==> src/rtl/pipeline2_pkg.sv <==
// Shared constants for the pipeline2 arithmetic pipeline.
package pipeline2_pkg;

    // Default operand width
    localparam int unsigned N_DEFAULT = 10;

    // Per-transaction operation select for the stage-2 combine step
    typedef enum logic {
        MODE_ADD = 1'b0,
        MODE_SUB = 1'b1
    } mode_e;

endpackage

==> src/rtl/pipeline2_pipe_slice.sv <==
// Valid/ready register slice: one pipeline stage holding a W-bit payload.
// The payload is only loaded on a real transfer, so a bubble keeps the old data.
module pipe_slice #(
    parameter int unsigned W = 8
) (
    input  logic         clk,
    input  logic         rst_n,
    input  logic         in_valid,
    output logic         in_ready,
    input  logic [W-1:0] in_data,
    output logic         out_valid,
    input  logic         out_ready,
    output logic [W-1:0] out_data
);

    // Stage can take new contents when empty or when its contents leave this edge
    assign in_ready = !out_valid || out_ready;

    // Stage register: valid bit follows upstream whenever enabled, data only on a transfer
    always_ff @(posedge clk or negedge rst_n) begin
        if (!rst_n) begin
            out_valid <= 1'b0;
            out_data  <= '0;
        end else if (in_ready) begin
            out_valid <= in_valid;
            if (in_valid) begin
                out_data <= in_data;
            end
        end
    end

endmodule

==> src/rtl/pipeline2.sv <==
// Three-stage valid/ready pipeline computing F = ((A+B) op (C-D)) * D.
// op is add or subtract, chosen per transaction by mode, and travels with the data.
module pipeline2
    import pipeline2_pkg::*;
#(
    parameter int unsigned N     = N_DEFAULT,
    parameter int unsigned OUT_W = 2 * N
) (
    input  logic             clk,
    input  logic             rst_n,
    input  logic             in_valid,
    output logic             in_ready,
    input  logic             mode,
    input  logic [N-1:0]     A,
    input  logic [N-1:0]     B,
    input  logic [N-1:0]     C,
    input  logic [N-1:0]     D,
    output logic             out_valid,
    input  logic             out_ready,
    output logic [OUT_W-1:0] F,
    output logic             busy
);

    // Stage payloads: {mode, D, x1, x2}, {x3, D}, product
    localparam int unsigned S1_W = 3 * N + 1;
    localparam int unsigned S2_W = 2 * N;

    logic [N-1:0]     x1_in;
    logic [N-1:0]     x2_in;
    logic [S1_W-1:0]  s1_in;
    logic [S1_W-1:0]  s1_q;
    logic             v1;
    logic             r2;

    logic             mode1_q;
    logic [N-1:0]     d1_q;
    logic [N-1:0]     x1_q;
    logic [N-1:0]     x2_q;
    logic [N-1:0]     x3;
    logic [S2_W-1:0]  s2_in;
    logic [S2_W-1:0]  s2_q;
    logic             v2;
    logic             r3;

    logic [N-1:0]     x3_q;
    logic [N-1:0]     d2_q;
    logic [OUT_W-1:0] prod;

    // Stage-1 arithmetic: both sums wrap modulo 2^N
    always_comb begin
        x1_in = A + B;
        x2_in = C - D;
    end

    assign s1_in = {mode, D, x1_in, x2_in};

    pipe_slice #(.W(S1_W)) u_s1 (
        .clk       (clk),
        .rst_n     (rst_n),
        .in_valid  (in_valid),
        .in_ready  (in_ready),
        .in_data   (s1_in),
        .out_valid (v1),
        .out_ready (r2),
        .out_data  (s1_q)
    );

    assign {mode1_q, d1_q, x1_q, x2_q} = s1_q;

    // Stage-2 arithmetic: combine x1 and x2 according to the carried mode
    always_comb begin
        x3 = x1_q + x2_q;
        if (mode_e'(mode1_q) == MODE_SUB) begin
            x3 = x1_q - x2_q;
        end
    end

    assign s2_in = {x3, d1_q};

    pipe_slice #(.W(S2_W)) u_s2 (
        .clk       (clk),
        .rst_n     (rst_n),
        .in_valid  (v1),
        .in_ready  (r2),
        .in_data   (s2_in),
        .out_valid (v2),
        .out_ready (r3),
        .out_data  (s2_q)
    );

    assign {x3_q, d2_q} = s2_q;

    // Stage-3 arithmetic: full-precision unsigned product, no truncation
    always_comb begin
        prod = OUT_W'(x3_q) * OUT_W'(d2_q);
    end

    pipe_slice #(.W(OUT_W)) u_s3 (
        .clk       (clk),
        .rst_n     (rst_n),
        .in_valid  (v2),
        .in_ready  (r3),
        .in_data   (prod),
        .out_valid (out_valid),
        .out_ready (out_ready),
        .out_data  (F)
    );

    assign busy = v1 | v2 | out_valid;

endmodule

==> config.mk <==
export PLATFORM = sky130hd
export DESIGN_NAME = pipeline2
export DESIGN_NICKNAME = d
export VERILOG_FILES = /design/src/rtl/pipeline2_pkg.sv /design/src/rtl/pipeline2_pipe_slice.sv /design/src/rtl/pipeline2.sv
export SDC_FILE = /design/constraint.sdc
export NUM_CORES = 1
export LEC_CHECK = 0
export ABC_CLOCK_PERIOD_IN_PS = 13200
export BUFFER_PORTS_ARGS = -buffer_cell sky130_fd_sc_hd__buf_2
export CORE_MARGIN = 2
export CORE_UTILIZATION = 60
export DETAILED_ROUTE_END_ITERATION = 8
export GPL_TIMING_DRIVEN = 0
export MAX_ROUTING_LAYER = met4
export PLACE_DENSITY = 0.79
export SYNTH_ARGS = -nofsm -noshare
export SYNTH_HDL_FRONTEND = slang
export SYNTH_SLANG_ARGS = --single-unit
==> constraint.sdc <==
create_clock -name clk -period 13.2 [get_ports clk]
set_input_delay 0.66 -clock clk [delete_from_list [all_inputs] [get_ports clk]]
set_output_delay 0.66 -clock clk [all_outputs]
set_load 0.01 [all_outputs]
==> results of run 1 <==
sequential cells by signal (all words and copies together) (netlist names):
| signal | flops |
|---|---|
| u_s1.out_data | 31 |
| u_s1.out_valid | 1 |
| u_s2.out_data | 20 |
| u_s2.out_valid | 1 |
| u_s3.out_data | 20 |
| u_s3.out_valid | 1 |
per-stage QoR:
stage	hold WS (ns)	util [%]	cells	setup slack, ns
floorplan	0.364	-	808	8.32
global placement	0.446	66.3	1043	7.79
detailed placement	0.451	66.3	1043	7.65
CTS	0.463	68.5	1057	7.61
global route	0.496	68.5	1057	7.30
finish	0.459	68.5	1057	7.61
metal layers:
metal	track usage, %	routed length (µm)
met1	35.1	7110
met2	43.5	8010
met3	4.45	728
met4	10.3	496
met5	-	0
worst max-delay path, stage by stage (launching register included):
cell	delay [ns]
dfrtp_1	0.40
clkbuf_1	0.41
nand2_1	0.16
fa_1	0.57
inv_1	0.07
fa_1	0.52
inv_1	0.06
fa_1	0.48
inv_1	0.06
fa_1	0.54
inv_1	0.06
fa_1	0.54
inv_1	0.05
ha_1	0.39
a21oi_1	0.21
nand2_1	0.09
o21ai_1	0.38
o211ai_2	0.20
xnor2_1	0.19
o21ai_1	0.08
layout make-up:
cell class,count,share of cell area (%)
Multi-Input combinational cell,615,62.1
Sequential cell,74,22.4
Timing Repair Buffer,67,4.09
Inverter,82,3.73
Clock buffer,11,2.94
Tap cell,168,2.55
Buffer,37,1.95
Clock inverter,3,0.212
cell families (layout without fill, tap and decap cells):
group	after synthesis	after routing	synth area share, %
AO/OA/AOI/OAI	158	158	13.9
multiplexers	14	14	2.10
flip-flops	74	74	24.9
XOR/XNOR	39	39	4.59
adder cells (fa/ha/maj)	148	148	31.4
AND/OR/NAND/NOR	256	256	16.8
buffers and inverters	119	200	6.30
cell usage in the layout, fill, tap and decap left out, drive strengths merged, types with 3 or more instances in the layout:
| master | count |
|---|---|
| a21boi | 3 |
| fa | 65 |
| o211ai | 4 |
| nor2 | 23 |
| xnor2 | 25 |
| o2111ai | 3 |
| buf | 76 |
| o31ai | 7 |
| mux2 | 13 |
| a21oi | 27 |
| inv | 82 |
| a21o | 9 |
| o21a | 7 |
| a221oi | 3 |
| nor2b | 5 |
| ha | 83 |
| nand2 | 119 |
| or3 | 5 |
| a31oi | 3 |
| a211oi | 9 |
| and2 | 69 |
| dfrtp | 74 |
| clkbuf | 39 |
| nor3 | 14 |
| o21ai | 65 |
| nand4 | 3 |
| a31o | 5 |
| nand2b | 9 |
| xor2 | 14 |
| o21bai | 6 |
| nand3 | 4 |
path summary, 6_finish.rpt:
check | depth (start not counted) | slack, ns | from | endpoint
setup reg to reg | 19 | 7.61 | u_s2.out_data[3]$_DFFE_PN0P_ | u_s3.out_data[15]$_DFFE_PN0P_
max in group asynchronous | 1 | 12.13 | rst_n | u_s2.out_data[13]$_DFFE_PN0P_
hold reg to reg | 2 | 0.46 | u_s3.out_data[0]$_DFFE_PN0P_ | u_s3.out_data[0]$_DFFE_PN0P_
hold / removal | 1 | 0.46 | rst_n | u_s1.out_valid$_DFFE_PN0N_
min in group clk | 2 | 0.46 | u_s3.out_data[0]$_DFFE_PN0P_ | u_s3.out_data[0]$_DFFE_PN0P_
setup / recovery | 19 | 7.61 | u_s2.out_data[3]$_DFFE_PN0P_ | u_s3.out_data[15]$_DFFE_PN0P_
==> flow_metrics.tcl, run 1 <==
set metrics [dict create \
    status "finished clean" \
    final_hold_viol_count 0 \
    vias 5942 \
    synth_top_cell_area_share_pct 24.9 \
    drt_iter0_markers 334 \
    setup_viol 0 \
    wl_mm 16.3 \
    grt_first_pass_wirelength_mm 27.6 \
    post-cts-setup-buffer-count 0 \
    hold_path.class "in -> async" \
    nNetsFinal 1079 \
    diodes 0 \
    rsz0062_at_grt "false" \
    synth_nets 1001 \
    htree_levels 3 \
    gp_congestion 0.854 \
    ys_seq_area_share_pct 24.9 \
    setup_tns_ns 0 \
    hpwl_mm 13.3 \
    ios 68 \
    via_per_inst 5.62 \
    grt_use_total_pct 27.2 \
    ys_warn_count 0 \
    post_cts_resized 0 \
    fmax_mhz 179 \
    synth_ff_type "dfrtp_1" \
    rows 40 \
    postPlaceCellArea_mm2 0.00800 \
    ys_types 54 \
    syn_inst 808 \
    min_period_over_period_pct 42.4 \
    cts_hold_buf 0 \
    overflow 0 \
    seqCellArea_mm2 0.00185 \
    cts_made_buffers 9 \
    drive_gt1_share_pct 13.6 \
    end_kind "flop" \
    numPortBuffers 67 \
    die_w_um 115 \
    dieArea_mm2 0.0133 \
    cp_max_fo 10 \
    grt_pass1_vias 5873 \
    synth_area_leaders "dfrtp_1 (25%), fa_1 (17%), ha_1 (14%)" \
    drc_errors 0 \
    synth_edf_count 0 \
    critPathLaunchType "flop" \
    cap_violations 0 \
    cts_tree "done" \
    finalMaxSlewViolations 0 \
    syn_to_final_growth_pct 10.8 \
    grt_max_degree 75 \
    ys_ff_latch 74 \
    nFillCells 955 \
    root_buffer "clkbuf_16" \
    finalCriticalPeriod_ns 5.59 \
    syn_avg_cell_area_um2 9.22 \
    multi_input_comb_area_mm2 0.00513 \
    worstSetupPathType "reg -> reg" \
    ant_nets 0 \
    cp.required_ns 13.41 \
    netlist_area_mm2 0.00745 \
    synth_most_common_cell "nand2_1" \
    cts.sinks 74 \
    tightest_slew_ns 0.930 \
    fin_skew_ns 0.00646 \
    wl_per_cell_um 15.5 \
    finalInstanceArea_mm2 0.00826 \
    insertion_delay_ns 0.34 \
    synth_commonest_cells "nand2_1 (117), ha_1 (83), inv_1 (82)" \
    cts_buffer_depth 2 \
    synthArstFlopShare_pct 100 \
    relSlewSlack_pct 38.0 \
    coreArea_mm2 0.0121 \
    initial_utilization_pct 61.8 \
    arrival_ns 5.80 \
    yosysTopAreaCell "dfrtp_1" \
    antenna_found_initial 0 \
    die_h_um 115 \
    clkTransAtPathRegs_ns 0.05 \
    firstDrtPassIters 5 \
]
Power of run 1 is not shown: default switching activity piles up to over one toggle a cycle in this logic, so the estimate is an artifact.
==> run 2, diff against run 1 <==
--- a/config.mk
+++ b/config.mk
@@ -5,14 +5,14 @@
 export SDC_FILE = /design/constraint.sdc
 export NUM_CORES = 1
 export LEC_CHECK = 0
-export ABC_CLOCK_PERIOD_IN_PS = 13200
+export ABC_CLOCK_PERIOD_IN_PS = 5130
 export BUFFER_PORTS_ARGS = -buffer_cell sky130_fd_sc_hd__buf_2
 export CORE_MARGIN = 2
-export CORE_UTILIZATION = 60
+export CORE_UTILIZATION = 56
 export DETAILED_ROUTE_END_ITERATION = 8
 export GPL_TIMING_DRIVEN = 0
 export MAX_ROUTING_LAYER = met4
-export PLACE_DENSITY = 0.79
+export PLACE_DENSITY = 0.78
 export SYNTH_ARGS = -nofsm -noshare
 export SYNTH_HDL_FRONTEND = slang
 export SYNTH_SLANG_ARGS = --single-unit
==> constraint.sdc (replaced) <==
create_clock -name clk -period 5.13 [get_ports clk]
set_input_delay 0.2565 -clock clk [delete_from_list [all_inputs] [get_ports clk]]
set_output_delay 0.2565 -clock clk [all_outputs]
set_load 0.01 [all_outputs]
==> run 2 against run 1 <==
Compared with the run above:
- largest cell class unchanged
- global-route usage decreased by 2.6 points
- first-iteration DRC count decreased by 26%
- count of clock-buffer cells in the layout is 2 lower
- die area increased by 6.9%
- core utilization down 4.3 points
- design area grew 2.1%
- setup slack got worse by 7.5 ns
- final cell count is the same
- sequential share of layout area down 0.28 points
- non-clock buffer count fell by 10
- routed wire length is 2.6% lower
==> flow_metrics.tcl, run 2 (synthesized netlist as in run 1, its figures left out) <==
set metrics [dict create \
    via_per_inst 5.50 \
    status "finished clean" \
    drt_iter0_markers 246 \
    ios 68 \
    cap_violations 0 \
    wl_per_cell_um 15.1 \
    min_period_over_period_pct 97.6 \
    rows 42 \
    drive_gt1_share_pct 16.9 \
    die_w_um 119 \
    gp_congestion 0.880 \
    htree_levels 3 \
    largest_register_ffs 31 \
    insertion_delay_ns 0.35 \
    cts_made_buffers 9 \
    syn_to_final_growth_pct 13.2 \
    mostFrequentLayoutCell "nand2_1" \
    fmax_mhz 200 \
    arrival_ns 5.25 \
    worstSetupPathType "reg -> reg" \
    diodes 0 \
    ant_nets 0 \
    final_cell_mix "nand2_1 (117), inv_1 (82), ha_1 (81)" \
    root_buffer "clkbuf_16" \
    drc_errors 0 \
    hold_path.class "in -> reg" \
    cts.sinks 74 \
    reg.largest.list "u_s1.out_data: 31 flops, u_s2.out_data: 20 flops, u_s3.out_data: 20 flops" \
    grt_first_pass_wirelength_mm 27.4 \
    clkTransAtPathRegs_ns 0.07 \
    r2r_setup_slack_ns 0.12 \
    antenna_found_initial 0 \
    fin_skew_ns 0.00513 \
    critPathLaunchType "flop" \
    hpwl_mm 12.7 \
    initial_utilization_pct 56.7 \
    finalCriticalPeriod_ns 5.01 \
    vias 5814 \
    nNetsFinal 1069 \
    grt_max_degree 70 \
    max_flop_register "u_s1.out_data" \
    relSlewSlack_pct 65.7 \
    cp_max_fo 11 \
    cts_tree "done" \
    setup_viol 0 \
    end_kind "flop" \
    wl_mm 15.9 \
    overflow 0 \
    cp.required_ns 5.37 \
    coreArea_mm2 0.0131 \
    final_hold_viol_count 0 \
    firstDrtPassIters 5 \
    finalMaxSlewViolations 0 \
    cts_buffer_depth 2 \
    numPortBuffers 67 \
    tightest_slew_ns 0.514 \
    grt_use_total_pct 24.6 \
    grt_pass1_vias 5978 \
    hold_ws_ns 0.119 \
    die_h_um 119 \
    dieArea_mm2 0.0142 \
]
==> run 2: area by class of cell <==
type / count / area, µm²
fill: 1105 / 4700
tap: 176 / 220
multi-input combinational: 615 / 5200
clock inverter: 7 / 101
inverter: 82 / 308
buffer: 23 / 121
timing repair buffer: 71 / 390
clock buffer: 9 / 225
sequential: 74 / 1870
==> run 2: final timing paths <==
| path | endpoint | start | cells past startpoint |
|---|---|---|---|
| max in group asynchronous | u_s2.out_data[11]$_DFFE_PN0P_ | rst_n | 3 |
| min in group asynchronous | u_s3.out_data[2]$_DFFE_PN0P_ | rst_n | 2 |
| max reg2reg | u_s3.out_data[13]$_DFFE_PN0P_ | u_s2.out_data[4]$_DFFE_PN0P_ | 17 |
| max | u_s3.out_data[13]$_DFFE_PN0P_ | u_s2.out_data[4]$_DFFE_PN0P_ | 17 |
| min reg2reg | u_s3.out_data[0]$_DFFE_PN0P_ | u_s3.out_data[0]$_DFFE_PN0P_ | 2 |
| min | u_s1.out_data[30]$_DFFE_PN0P_ | mode | 3 |
==> run 2: repair_timing <==
item	4_1_cts	5_1_grt
pin swaps	1	5
buffers inserted	1	1
hold endpoints to repair	46	0
resized for setup	16	19
endpoints found under the setup margin	9	9
hold buffers	1	0
==> run 2: critical path: stages (launching register included) <==
cell       delay [ns]
dfrtp_2          0.50
and2_1           0.21
fa_1             0.47
fa_1             0.55
inv_1            0.05
fa_1             0.48
inv_1            0.07
fa_1             0.53
inv_1            0.06
fa_1             0.54
inv_1            0.07
ha_4             0.29
nand2_1          0.09
o21ai_2          0.23
o2111ai_1        0.16
a21o_1           0.21
a21o_1           0.18
a31o_1           0.20
==> run 2: per-stage QoR <==
step	cells	TNS (ns)	setup slack [ns]	utilization (%)	cell area (µm²)
final	1057	0	0.124	64.2	8430
after global routing	1057	-0.0903	-0.0454	64.2	8430
after CTS	1056	0	0.00352	63.6	8350
after detailed placement	1052	-1.13	-0.257	61.2	8040
after global placement	1051	-0.556	-0.198	60.9	8010
after floorplan	808	0	0.246	-	7450
==> run 2: metal layers <==
layer / track usage (%) / vias to the layer above / part of all wire, %
met4: 7.94 / 0 / 2.1
li1: - / 2812 / -
met5: - / - / 0
met2: 40.8 / 99 / 50
met3: 4.17 / 35 / 3.0
met1: 31.1 / 2868 / 45
Power of run 2 is left out for the same reason.
==> run 3, diff against run 2 <==
--- a/config.mk
+++ b/config.mk
@@ -6,10 +6,10 @@
 export NUM_CORES = 1
 export LEC_CHECK = 0
 export ABC_CLOCK_PERIOD_IN_PS = 5130
-export BUFFER_PORTS_ARGS = -buffer_cell sky130_fd_sc_hd__buf_2
 export CORE_MARGIN = 2
-export CORE_UTILIZATION = 56
+export CORE_UTILIZATION = 60
 export DETAILED_ROUTE_END_ITERATION = 8
+export DONT_BUFFER_PORTS = 1
 export GPL_TIMING_DRIVEN = 0
 export MAX_ROUTING_LAYER = met4
 export PLACE_DENSITY = 0.78
==> run 3 against run 2 <==
Compared with the run above:
- flip-flop and latch count stayed put
- worst hold slack lost 0.11 ns
- via count fell by 1.7%
- critical endpoint unchanged
- critical path depth is 1 higher
- routed wire length up 5.0%
- setup slack better by 0.026 ns
- highest routed layer unchanged
==> flow_metrics.tcl, run 3 (synthesized netlist as in run 1, its figures left out) <==
set metrics [dict create \
    hpwl_mm 12.9 \
    fmax_mhz 201 \
    wl_per_cell_um 16.9 \
    final_cells 990 \
    cp_max_fo 10 \
    holdCritStartpoint "mode" \
    wl_mm 16.7 \
    antenna_found_initial 0 \
    nNetsFinal 1011 \
    r2r_setup_slack_ns 0.15 \
    cts.sinks 74 \
    relSlewSlack_pct 65.0 \
    setup_tns_ns 0 \
    fin_skew_ns 0.00718 \
    ios 68 \
    die_w_um 115 \
    end_kind "flop" \
    crit_path_start "u_s2.out_data[1]$_DFFE_PN0P_" \
    firstDrtPassIters 5 \
    cts_made_buffers 9 \
    fin_ws_ns 0.150 \
    cap_violations 0 \
    critPathLaunchType "flop" \
    tightest_slew_ns 0.525 \
    hold_depth 2 \
    largest_register_ffs 31 \
    coreArea_mm2 0.0121 \
    diodes 0 \
    ant_nets 0 \
    grt_max_degree 75 \
    dieArea_mm2 0.0133 \
    reg.largest.list "u_s1.out_data: 31 flops, u_s2.out_data: 20 flops, u_s3.out_data: 20 flops" \
    pre_cts_slack_ns -0.353 \
    die_h_um 115 \
    r2r_end "u_s3.out_data[13]$_DFFE_PN0P_" \
    overflow 0 \
    vias 5713 \
    status "finished clean" \
    dp_cells 976 \
    min_period_over_period_pct 97.1 \
    arrival_ns 5.21 \
    final_cell_mix "nand2_1 (116), inv_1 (82), ha_1 (81)" \
    syn_to_final_growth_pct 9.36 \
    cp.required_ns 5.36 \
    root_buffer "clkbuf_16" \
    drt_iter0_markers 271 \
    final_hold_viol_count 0 \
    numPortBuffers 0 \
    drc_errors 0 \
    clkTransAtPathRegs_ns 0.06 \
    utilization_pct 67.5 \
    rows 40 \
    grt_first_pass_wirelength_mm 26.9 \
    initial_utilization_pct 61.8 \
    gp_congestion 0.850 \
    via_per_inst 5.77 \
    finalMaxSlewViolations 0 \
    cts_tree "done" \
    hold_path.class "in -> reg" \
    drive_gt1_share_pct 10.9 \
    max_flop_register "u_s1.out_data" \
    worstSetupPathType "reg -> reg" \
    cts_buffer_depth 2 \
    hold_end "u_s1.out_data[30]$_DFFE_PN0P_" \
    setup_viol 0 \
    mostFrequentLayoutCell "nand2_1" \
    finalCriticalPeriod_ns 4.98 \
    insertion_delay_ns 0.35 \
    htree_levels 3 \
    reg2reg_depth 18 \
    reg2reg_from "u_s2.out_data[1]$_DFFE_PN0P_" \
    grt_use_total_pct 26.6 \
    grt_pass1_vias 5642 \
]
[run 3: cell count changes in the layout (fill, tap and decap cells not counted), sizes merged]
cell	delta
inv	-2
buf	-59
clkinv	-1
clkinvlp	-1
clkbuf	+4
[run 3: through the flow]
| step | hold WS [ns] | instance area (µm²) |
|---|---|---|
| floorplan | -0.0391 | 7450 |
| global placement | -0.0367 | 7660 |
| detailed placement | -0.0367 | 7660 |
| CTS | 0.00790 | 7980 |
| global route | 0.0123 | 8150 |
| finish | 0.0127 | 8150 |
[run 3: worst max path at each step]
stage	cells after the start	to
detailed placement	19	u_s3.out_data[15]$_DFFE_PN0P_
floorplan	17	u_s3.out_data[16]$_DFFE_PN0P_
global placement	17	u_s3.out_data[16]$_DFFE_PN0P_
global route	18	u_s3.out_data[13]$_DFFE_PN0P_
finish	18	u_s3.out_data[13]$_DFFE_PN0P_
CTS	18	u_s3.out_data[13]$_DFFE_PN0P_
[run 3: cell type report]
| class | count | area, µm² |
|---|---|---|
| Multi-Input combinational cell | 615 | 5220 |
| Fill cell | 939 | 3920 |
| Sequential cell | 74 | 1870 |
| Inverter | 82 | 308 |
| Clock buffer | 12 | 236 |
| Tap cell | 168 | 210 |
| Timing Repair Buffer | 14 | 125 |
| Buffer | 22 | 120 |
| Clock inverter | 3 | 65.1 |
[run 3: worst max-delay path, cell delays in order, from the launching register on]
cell	delay [ns]
dfrtp_2	0.51
nand2_1	0.12
fa_1	0.50
inv_1	0.05
fa_1	0.51
inv_1	0.05
fa_1	0.48
inv_1	0.06
fa_1	0.55
inv_1	0.06
fa_1	0.54
inv_1	0.07
ha_4	0.31
nand2_1	0.09
o21ai_2	0.24
o2111ai_2	0.16
a21o_1	0.19
a21o_1	0.17
a31o_1	0.20
[run 3: per-layer routing]
layer	share of wire (%)	GRT usage [%]	vias to the layer above
li1	-	-	2695
met4	1.9	8.35	0
met3	3.5	4.18	30
met1	44	34.2	2871
met5	0	-	-
met2	51	43.6	117
[run 3: timing repair]
item,in CTS,in global routing
hold buffers,2,0
buffers inserted,1,11
hold endpoints to repair,74,0
endpoints found under the setup margin,10,9
gates resized for setup,15,21
pin swaps,1,2
Power of run 3 is left out for the same reason.
